--- config.mk ---
export PLATFORM = sky130hd
export DESIGN_NAME = nibble_serial_subtractor_flat
export DESIGN_NICKNAME = d
export VERILOG_FILES = /design/src/rtl/nibble_serial_subtractor_if.sv /design/src/rtl/nibble_serial_subtractor.sv /design/src/flat_wrapper.sv
export SDC_FILE = /design/constraint.sdc
export NUM_CORES = 1
export LEC_CHECK = 0
export CAP_MARGIN = 20
export CORE_MARGIN = 2
export CORE_UTILIZATION = 45
export DETAILED_ROUTE_END_ITERATION = 6
export PLACE_DENSITY = 0.86
export SYNTH_ARGS = -nofsm -noshare
export SYNTH_HDL_FRONTEND = slang
export SYNTH_SLANG_ARGS = --single-unit
--- constraint.sdc ---
create_clock -name clk -period 2.4 [get_ports clk]
set_input_delay 0.48 -clock clk [delete_from_list [all_inputs] [get_ports clk]]
set_output_delay 0.48 -clock clk [all_outputs]
set_load 0.02 [all_outputs]
--- src/rtl/nibble_serial_subtractor_if.sv ---
// Operand/result handshake bundle for nibble_serial_subtractor.
// The ovf signal exists only when SUB_SIGNED_OVF_EN is defined.
interface nibble_serial_subtractor_if #(
  parameter int WIDTH = 8
);
  logic             in_valid;
  logic             in_ready;
  logic [WIDTH-1:0] a;
  logic [WIDTH-1:0] b;
  logic             out_valid;
  logic             out_ready;
  logic [WIDTH-1:0] diff;
  logic             carry_out;
  logic             busy;
`ifdef SUB_SIGNED_OVF_EN
  logic             ovf;

  modport master (
    output in_valid, a, b, out_ready,
    input  in_ready, out_valid, diff, carry_out, busy, ovf
  );

  modport slave (
    input  in_valid, a, b, out_ready,
    output in_ready, out_valid, diff, carry_out, busy, ovf
  );
`else
  modport master (
    output in_valid, a, b, out_ready,
    input  in_ready, out_valid, diff, carry_out, busy
  );

  modport slave (
    input  in_valid, a, b, out_ready,
    output in_ready, out_valid, diff, carry_out, busy
  );
`endif
endinterface

--- src/rtl/nibble_serial_subtractor.sv ---
// Sequential unsigned subtractor: one SLICE-bit a + ~b + carry slice reused over WIDTH/SLICE cycles.
// Optional signed-overflow flag enabled by SUB_SIGNED_OVF_EN.
//
// state | meaning
// IDLE  | in_ready high, waiting for operands; last result held
// RUN   | one slice per cycle, least significant first
// DONE  | result valid, held until out_ready
module nibble_serial_subtractor #(
  parameter int WIDTH = 8,
  parameter int SLICE = 4
) (
  input logic                      clk,
  input logic                      rst_n,
  nibble_serial_subtractor_if.slave bus
);
  localparam int N    = WIDTH / SLICE;
  localparam int IDXW = (N > 1) ? $clog2(N) : 1;
  localparam logic [IDXW-1:0] LAST_IDX = IDXW'(N - 1);

  generate
    if ((WIDTH % SLICE) != 0 || SLICE < 1) begin : g_bad_params
      $error("WIDTH must be a positive integer multiple of SLICE");
    end
  endgenerate

  typedef enum logic [1:0] {
    IDLE = 2'd0,
    RUN  = 2'd1,
    DONE = 2'd2
  } state_t;

  state_t           state;
  logic [WIDTH-1:0] a_reg;
  logic [WIDTH-1:0] b_reg;
  logic [WIDTH-1:0] diff_reg;
  logic [IDXW-1:0]  idx;
  logic             carry;
  logic             carry_out_reg;
  logic             in_ready_reg;
  logic             out_valid_reg;
  logic             busy_reg;
`ifdef SUB_SIGNED_OVF_EN
  logic             ovf_reg;
`endif

  logic [SLICE-1:0] a_slice;
  logic [SLICE-1:0] b_slice;
  logic [SLICE:0]   slice_sum;

  // Constant-index mux keeps slice selection free of variable part-selects.
  always_comb begin
    a_slice = '0;
    b_slice = '0;
    for (int i = 0; i < N; i++) begin
      if (idx == IDXW'(i)) begin
        a_slice = a_reg[i*SLICE +: SLICE];
        b_slice = b_reg[i*SLICE +: SLICE];
      end
    end
    slice_sum = {1'b0, a_slice} + {1'b0, ~b_slice} + {{SLICE{1'b0}}, carry};
  end

  always_ff @(posedge clk or negedge rst_n) begin
    if (!rst_n) begin
      state         <= IDLE;
      a_reg         <= '0;
      b_reg         <= '0;
      diff_reg      <= '0;
      idx           <= '0;
      carry         <= 1'b0;
      carry_out_reg <= 1'b0;
      in_ready_reg  <= 1'b1;
      out_valid_reg <= 1'b0;
      busy_reg      <= 1'b0;
`ifdef SUB_SIGNED_OVF_EN
      ovf_reg       <= 1'b0;
`endif
    end else begin
      case (state)
        IDLE: begin
          if (bus.in_valid && in_ready_reg) begin
            a_reg        <= bus.a;
            b_reg        <= bus.b;
            carry        <= 1'b1;
            idx          <= '0;
            in_ready_reg <= 1'b0;
            busy_reg     <= 1'b1;
            state        <= RUN;
          end
        end
        RUN: begin
          for (int i = 0; i < N; i++) begin
            if (idx == IDXW'(i)) begin
              diff_reg[i*SLICE +: SLICE] <= slice_sum[SLICE-1:0];
            end
          end
          carry <= slice_sum[SLICE];
          if (idx == LAST_IDX) begin
            carry_out_reg <= slice_sum[SLICE];
`ifdef SUB_SIGNED_OVF_EN
            // Top bit of the final slice is the result MSB.
            ovf_reg <= (a_reg[WIDTH-1] != b_reg[WIDTH-1]) &&
                       (slice_sum[SLICE-1] != a_reg[WIDTH-1]);
`endif
            out_valid_reg <= 1'b1;
            state         <= DONE;
          end else begin
            idx <= idx + IDXW'(1);
          end
        end
        DONE: begin
          if (bus.out_ready) begin
            out_valid_reg <= 1'b0;
            in_ready_reg  <= 1'b1;
            busy_reg      <= 1'b0;
            state         <= IDLE;
          end
        end
        default: begin
          out_valid_reg <= 1'b0;
          in_ready_reg  <= 1'b1;
          busy_reg      <= 1'b0;
          state         <= IDLE;
        end
      endcase
    end
  end

  assign bus.in_ready  = in_ready_reg;
  assign bus.out_valid = out_valid_reg;
  assign bus.diff      = diff_reg;
  assign bus.carry_out = carry_out_reg;
  assign bus.busy      = busy_reg;
`ifdef SUB_SIGNED_OVF_EN
  assign bus.ovf       = ovf_reg;
`endif

endmodule

--- src/flat_wrapper.sv ---
// flat-port wrapper written by rule: the top's interface ports become plain ports
module nibble_serial_subtractor_flat 
#(
  parameter int WIDTH = 8,
  parameter int SLICE = 4
)
  (clk, rst_n, bus_in_valid, bus_a, bus_b, bus_out_ready, bus_in_ready, bus_out_valid, bus_diff, bus_carry_out, bus_busy);
  nibble_serial_subtractor_if #(.WIDTH(WIDTH)) bus_i ();
  input logic clk;
  input logic rst_n;
  input wire logic [$bits(bus_i.in_valid)-1:0] bus_in_valid;
  input wire logic [$bits(bus_i.a)-1:0] bus_a;
  input wire logic [$bits(bus_i.b)-1:0] bus_b;
  input wire logic [$bits(bus_i.out_ready)-1:0] bus_out_ready;
  output wire logic [$bits(bus_i.in_ready)-1:0] bus_in_ready;
  output wire logic [$bits(bus_i.out_valid)-1:0] bus_out_valid;
  output wire logic [$bits(bus_i.diff)-1:0] bus_diff;
  output wire logic [$bits(bus_i.carry_out)-1:0] bus_carry_out;
  output wire logic [$bits(bus_i.busy)-1:0] bus_busy;
  assign bus_i.in_valid = bus_in_valid;
  assign bus_i.a = bus_a;
  assign bus_i.b = bus_b;
  assign bus_i.out_ready = bus_out_ready;
  assign bus_in_ready = bus_i.in_ready;
  assign bus_out_valid = bus_i.out_valid;
  assign bus_diff = bus_i.diff;
  assign bus_carry_out = bus_i.carry_out;
  assign bus_busy = bus_i.busy;
  nibble_serial_subtractor #(.WIDTH(WIDTH), .SLICE(SLICE)) u_core (.clk(clk), .rst_n(rst_n), .bus(bus_i));
endmodule
==> After elaboration in Yosys (flattened, before gate mapping) <==
Cells that the tools add are included.
{ "word_totals": {"register_bits": 32, "input_bits": 20, "out_inout_bits": 12, "elab_cells": 50} }
{ "op_classes": {"n_addsub": 3, "n_eq_ne": 5, "n_mux": 17, "n_bitwise": 4, "reduce_logical": 10} }
{ "ops": {"columns": ["operator", "count"], "rows": [
  ["one-hot mux 1 bit (3 select lines)", 3],
  ["AND reduction 3 bit", 3],
  ["two-way mux 4 bit", 2],
  ["AND reduction 2 bit", 4],
  ["two-way mux 1 bit", 6],
  ["two-way mux 2 bit", 3],
  ["one-hot mux 2 bit (3 select lines)", 1],
  ["adder 4 x 4 -> 5 bit", 1],
  ["adder 5 x 1 -> 5 bit", 1],
  ["inequality test 2 x 1 -> 1 bit, second input constant", 2],
  ["inverter 4 bit", 1],
  ["one-hot mux 1 bit (2 select lines)", 2],
  ["inverter 1 bit", 3],
  ["== test 2 x 1 -> 1 bit, second input constant", 1],
  ["== test 2 bit, second input constant", 1],
  ["zero test 2 bit", 1],
  ["inequality test 2 bit, second input constant", 1],
  ["nonzero test 2 bit", 1],
  ["adder 1 bit, second input constant", 1],
  ["logical AND 1 bit", 1]
]} }

==> Logic depth before layout (Yosys ltp) <==
{ "depth": {"depth_word": 5, "mapped_depth": 8, "depth_no_buf": 7} }

==> Worst setup path before layout <==
OpenSTA, ideal clock, no wires.
{ "synth_timing": {"path_type": "register to register", "start": "register u_core.idx", "end": "register u_core.diff_reg[5] (netlist: u_core.bus.diff[5])", "setup_ps": 125, "arrival_time_ps": 2108, "t_required_ps": 2275, "setup_slack_ps": 167, "path_stages_with_launch": 7, "n_path_buf": 1, "synth_period_minus_slack_ps": 2233, "cell_sequence": "dfrtp_1 > buf_2 > mux2_2 > fa_1 > inv_1 > fa_1 > mux2_2"} }
{ "synth_via": {"elab_chain_cells": 4, "word_cells_on_any_way": 6, "classes_between": "add/sub (2); mux (2); bitwise (1); reduce/logical (1)"} }
{ "synth_rtl": {"columns": ["element", "line_no", "text"], "rows": [
  ["from (decl)", "nibble_serial_subtractor.sv:36", "logic [IDXW-1:0] idx;"],
  ["from (signal assigned)", "nibble_serial_subtractor.sv:108", "idx <= idx + IDXW'(1);"],
  ["two-way mux 4 bit", "nibble_serial_subtractor.sv:55", "if (idx == IDXW'(i)) begin"],
  ["inverter 4 bit", "nibble_serial_subtractor.sv:60", "slice_sum = {1'b0, a_slice} + {1'b0, ~b_slice} + {{SLICE{1'b0}}, carry};"],
  ["adder 4 x 4 -> 5 bit (*)", "nibble_serial_subtractor.sv:60", null],
  ["adder 5 x 1 -> 5 bit (*)", "nibble_serial_subtractor.sv:60", null],
  ["net u_core.slice_sum[1]", "nibble_serial_subtractor.sv:48", "logic [SLICE:0] slice_sum;"],
  ["to (signal, indexed assignment)", "nibble_serial_subtractor.sv:94", "diff_reg[i*SLICE +: SLICE] <= slice_sum[SLICE-1:0];"],
  ["to (decl)", "nibble_serial_subtractor.sv:35", "logic [WIDTH-1:0] diff_reg;"]
]} }
The timed path passes the listed nets; every way through them passes the cells marked *.
A chain may end at the register's enable or synchronous reset.

==> Worst setup path after layout <==
{ "layout_timing": {"start": "register u_core.idx", "end": "register u_core.carry"} }
{ "layout_via": {"elab_chain_cells": 5, "word_cells_on_any_way": 6, "classes_between": "add/sub (2); mux (3); bitwise (1)"} }
{ "layout_rtl": {"columns": ["element", "line_no", "text"], "rows": [
  ["two-way mux 4 bit", "nibble_serial_subtractor.sv:55", null],
  ["inverter 4 bit", "nibble_serial_subtractor.sv:60", null],
  ["adder 4 x 4 -> 5 bit (*)", "nibble_serial_subtractor.sv:60", null],
  ["adder 5 x 1 -> 5 bit (*)", "nibble_serial_subtractor.sv:60", null],
  ["one-hot mux 1 bit (2 select lines) (*)", "nibble_serial_subtractor.sv:79", "case (state)"],
  ["to (signal assigned)", "nibble_serial_subtractor.sv:97", "carry <= slice_sum[SLICE];"],
  ["to (decl)", "nibble_serial_subtractor.sv:37", "logic carry;"]
]} }
Mark *: on every way between the ends. The rest lies on a longest branch, timed or not.

==> results.sh <==
export IMPL_status="completed"
export IMPL_rows=20
export IMPL_cts_resized=0
export IMPL_grt_pass1_wl_um=4409
export IMPL_drtIter0Drc=36
export IMPL_crit_arrival_ps=2350
export IMPL_leakagePower_nw=0.8421
export IMPL_stdcell_area_um2=1887
export IMPL_synth_flop_cell="dfrtp_1"
export IMPL_whs_path_depth=2
export IMPL_syn_area_um2=1484
export IMPL_nets=180
export IMPL_dpl_cell_count=192
export IMPL_cp_max_fo=8
export IMPL_worst_slew_pin_slew_ps=477.2
export IMPL_grtUsageTotal=0.1627
export IMPL_drc=0
export IMPL_fp_dieW_um=61.43
export IMPL_grt_max_degree=33
export IMPL_async_flop_share=1.000
export IMPL_fin_crit_ps=2144
export IMPL_startpoint_type="register"
export IMPL_cp_required_ps=2610
export IMPL_cts_tree="yes"
export IMPL_root_buffer="clkbuf_4"
export IMPL_drive_gt1_frac=0.1795
export IMPL_vias=1009
export IMPL_postSynthAreaPerCell_um2=12.26
export IMPL_fmax_ghz=0.4665
export IMPL_maxCapViolCount=0
export IMPL_rsz0062_at_grt="no"
export IMPL_hold_path_class="register to register"
export IMPL_timing_slew_headroom=0.6818
export IMPL_fin_crit_sh=0.8931
export IMPL_io_buffers=31
export IMPL_instances_no_fill=200
export IMPL_ir_drop_v=0.0004407
export IMPL_cts_buffer_depth=2
export IMPL_drv_slew=0
export IMPL_grt_remaining_overflow=0
export IMPL_synth_seq_cells=32
export IMPL_r2r_cells=6
export IMPL_initial_core_util=0.4782
export IMPL_io_pins=32
export IMPL_path_cells="buf_4 > mux2_2 > fa_1 > a21o_1 > a21oi_1 > o21ai_0"
export IMPL_placed_area_um2=1826
export IMPL_clk_latency_ps=340
export IMPL_die_h_um=61.43
export IMPL_wl_per_cell_um=13.56
export IMPL_numCtsBuffers=5
export IMPL_dr_pass1_iters=4
export IMPL_critical_path_class="register to register"
export IMPL_setup_worst_path_end_class="register"
export IMPL_antenna_found_initial=0
export IMPL_n_antenna_cell=0
export IMPL_ant_nets=0
export IMPL_postSynthCellCount=121
export IMPL_max_stage_delay_ps=470
export IMPL_wl_um=2711
export IMPL_setup_viol=0
export IMPL_areaGrowthSynthToFinish_pct=27.15
export IMPL_powerDensity_nw_per_um2=1326
export IMPL_grt_pass1_vias=987
export IMPL_ys_seq_area_frac=0.5405
export IMPL_fin_skew_ps=15.10
export IMPL_hpwlAfterDp_um=1988
export IMPL_hold_viol=0
export IMPL_synth_edff_count=0
export IMPL_vias_per_cell=5.045
export IMPL_cts_htree_levels=2
export IMPL_hold_buffers=0
export IMPL_synth_nets=146
export IMPL_cpMaxStageDelayCell="dfrtp_1"
export IMPL_core_um2=3103
export IMPL_clock_sinks=32
export IMPL_synth_distinct_cells=29
export IMPL_ys_warn_count=0
export IMPL_place_congestion=0.7729
export IMPL_finalSetupTns_ps=0
export IMPL_path_clk_slew_ps=100
export IMPL_die_area_um2=3773
export IMPL_post_cts_buffers=0
==> metrics by stage <==
stage	setup slack (ps)	total power, mW	hold WS (ps)	util
6_report	256.5	2.503	489.1	0.6081
5_1_grt	143.3	2.699	511.6	0.6081
4_1_cts	253.7	2.515	492.7	0.6081
3_5_place_dp	253.5	2.192	469.0	0.5883
3_3_place_gp	314.5	2.128	460.8	0.5883
2_1_floorplan	166.9	1.779	184.4	-
==> worst max-delay path, delay by kind of cell, from the launching register on <==
| family | cells | cell delay [ps] |
|---|---|---|
| DFF | 1 | 470 |
| muxes | 1 | 380 |
| buffers and inverters | 1 | 220 |
| adders and majority gates | 1 | 420 |
| AOI/OAI and AO/OA | 3 | 540 |
==> synthesized netlist by cell type (2+ instances only) <==
cell | n | area [um^2]
ha_1 | 3 | 37.54
nor2_1 | 2 | 7.510
inv_1 | 2 | 7.510
buf_2 | 4 | 20.02
a21oi_1 | 4 | 20.02
mux2i_1 | 4 | 40.04
nand3b_1 | 2 | 15.01
o21ai_0 | 10 | 50.05
fa_1 | 2 | 40.04
nand2_1 | 16 | 60.06
nand3_1 | 3 | 15.01
mux2_2 | 15 | 168.9
a211o_1 | 2 | 17.52
dfrtp_1 | 31 | 775.7
mux2_1 | 6 | 67.56
nand2b_1 | 2 | 12.51
==> per-layer routing <==
layer	track usage	routed length, um	up-vias
li1	-	-	490
met1	0.2054	1209	482
met2	0.2523	1295	28
met3	0.05252	137	9
met4	0.08207	69	0
met5	0	0	-
==> area by class of cell <==
class                           count  area, um^2
Fill cell                         271        1216
Sequential cell                    32       802.0
Multi-Input combinational cell     81       635.6
Timing Repair Buffer               33       325.3
Tap cell                           44       55.05
Clock buffer                        6       51.30
Clock inverter                      2       10.01
Inverter                            2       7.507
==> logic make-up (layout without fill, tap and decap cells) <==
| logic type | count (synthesis) | after routing | synth area share |
|---|---|---|---|
| DFF | 32 | 32 | 0.5405 |
| and+or+nand+nor | 32 | 32 | 0.1130 |
| muxes | 25 | 25 | 0.1863 |
| AOI/OAI and AO/OA | 18 | 18 | 0.07083 |
| buffers and inverters | 8 | 43 | 0.03120 |
| adders and majority gates | 5 | 5 | 0.05228 |
| xor gates and xnor gates | 1 | 1 | 0.005903 |
==> worst paths after layout <==
path | slack [ps] | startpoint | to
worst max-delay path | 260 | u_core.idx | u_core.carry
min in group asynchronous | 530 | rst_n | u_core.bus.diff[4]
worst min-delay path | 490 | u_core.bus.diff[1] | u_core.bus.diff[1]
worst min register to register | 490 | u_core.bus.diff[1] | u_core.bus.diff[1]
worst max register to register | 260 | u_core.idx | u_core.carry
max in group asynchronous | 1550 | rst_n | u_core.bus.in_ready
==> report_power, final <==
| part | total (mW) | switching [mW] | internal [mW] |
|---|---|---|---|
| Clock | 0.319 | 0.180 | 0.139 |
| Combinational | 1.24 | 0.615 | 0.620 |
| Sequential | 0.949 | 0.161 | 0.788 |
==> cell usage in the layout, fill, tap and decap left out, drive strengths merged, types with 2 or more instances in the layout <==
cell | synthesis | layout
nand2b | 2 | 2
fa | 2 | 2
o21ai | 10 | 10
nand3b | 2 | 2
mux2i | 4 | 4
nand3 | 3 | 3
mux2 | 21 | 21
clkinv | 0 | 2
inv | 2 | 2
a211o | 2 | 2
dfrtp | 31 | 31
clkdlybuf4s50 | 0 | 31
ha | 3 | 3
clkbuf | 0 | 6
nand2 | 16 | 16
nor2 | 2 | 2
a21oi | 4 | 4
buf | 6 | 2
Power figures use the tool's default switching activity.
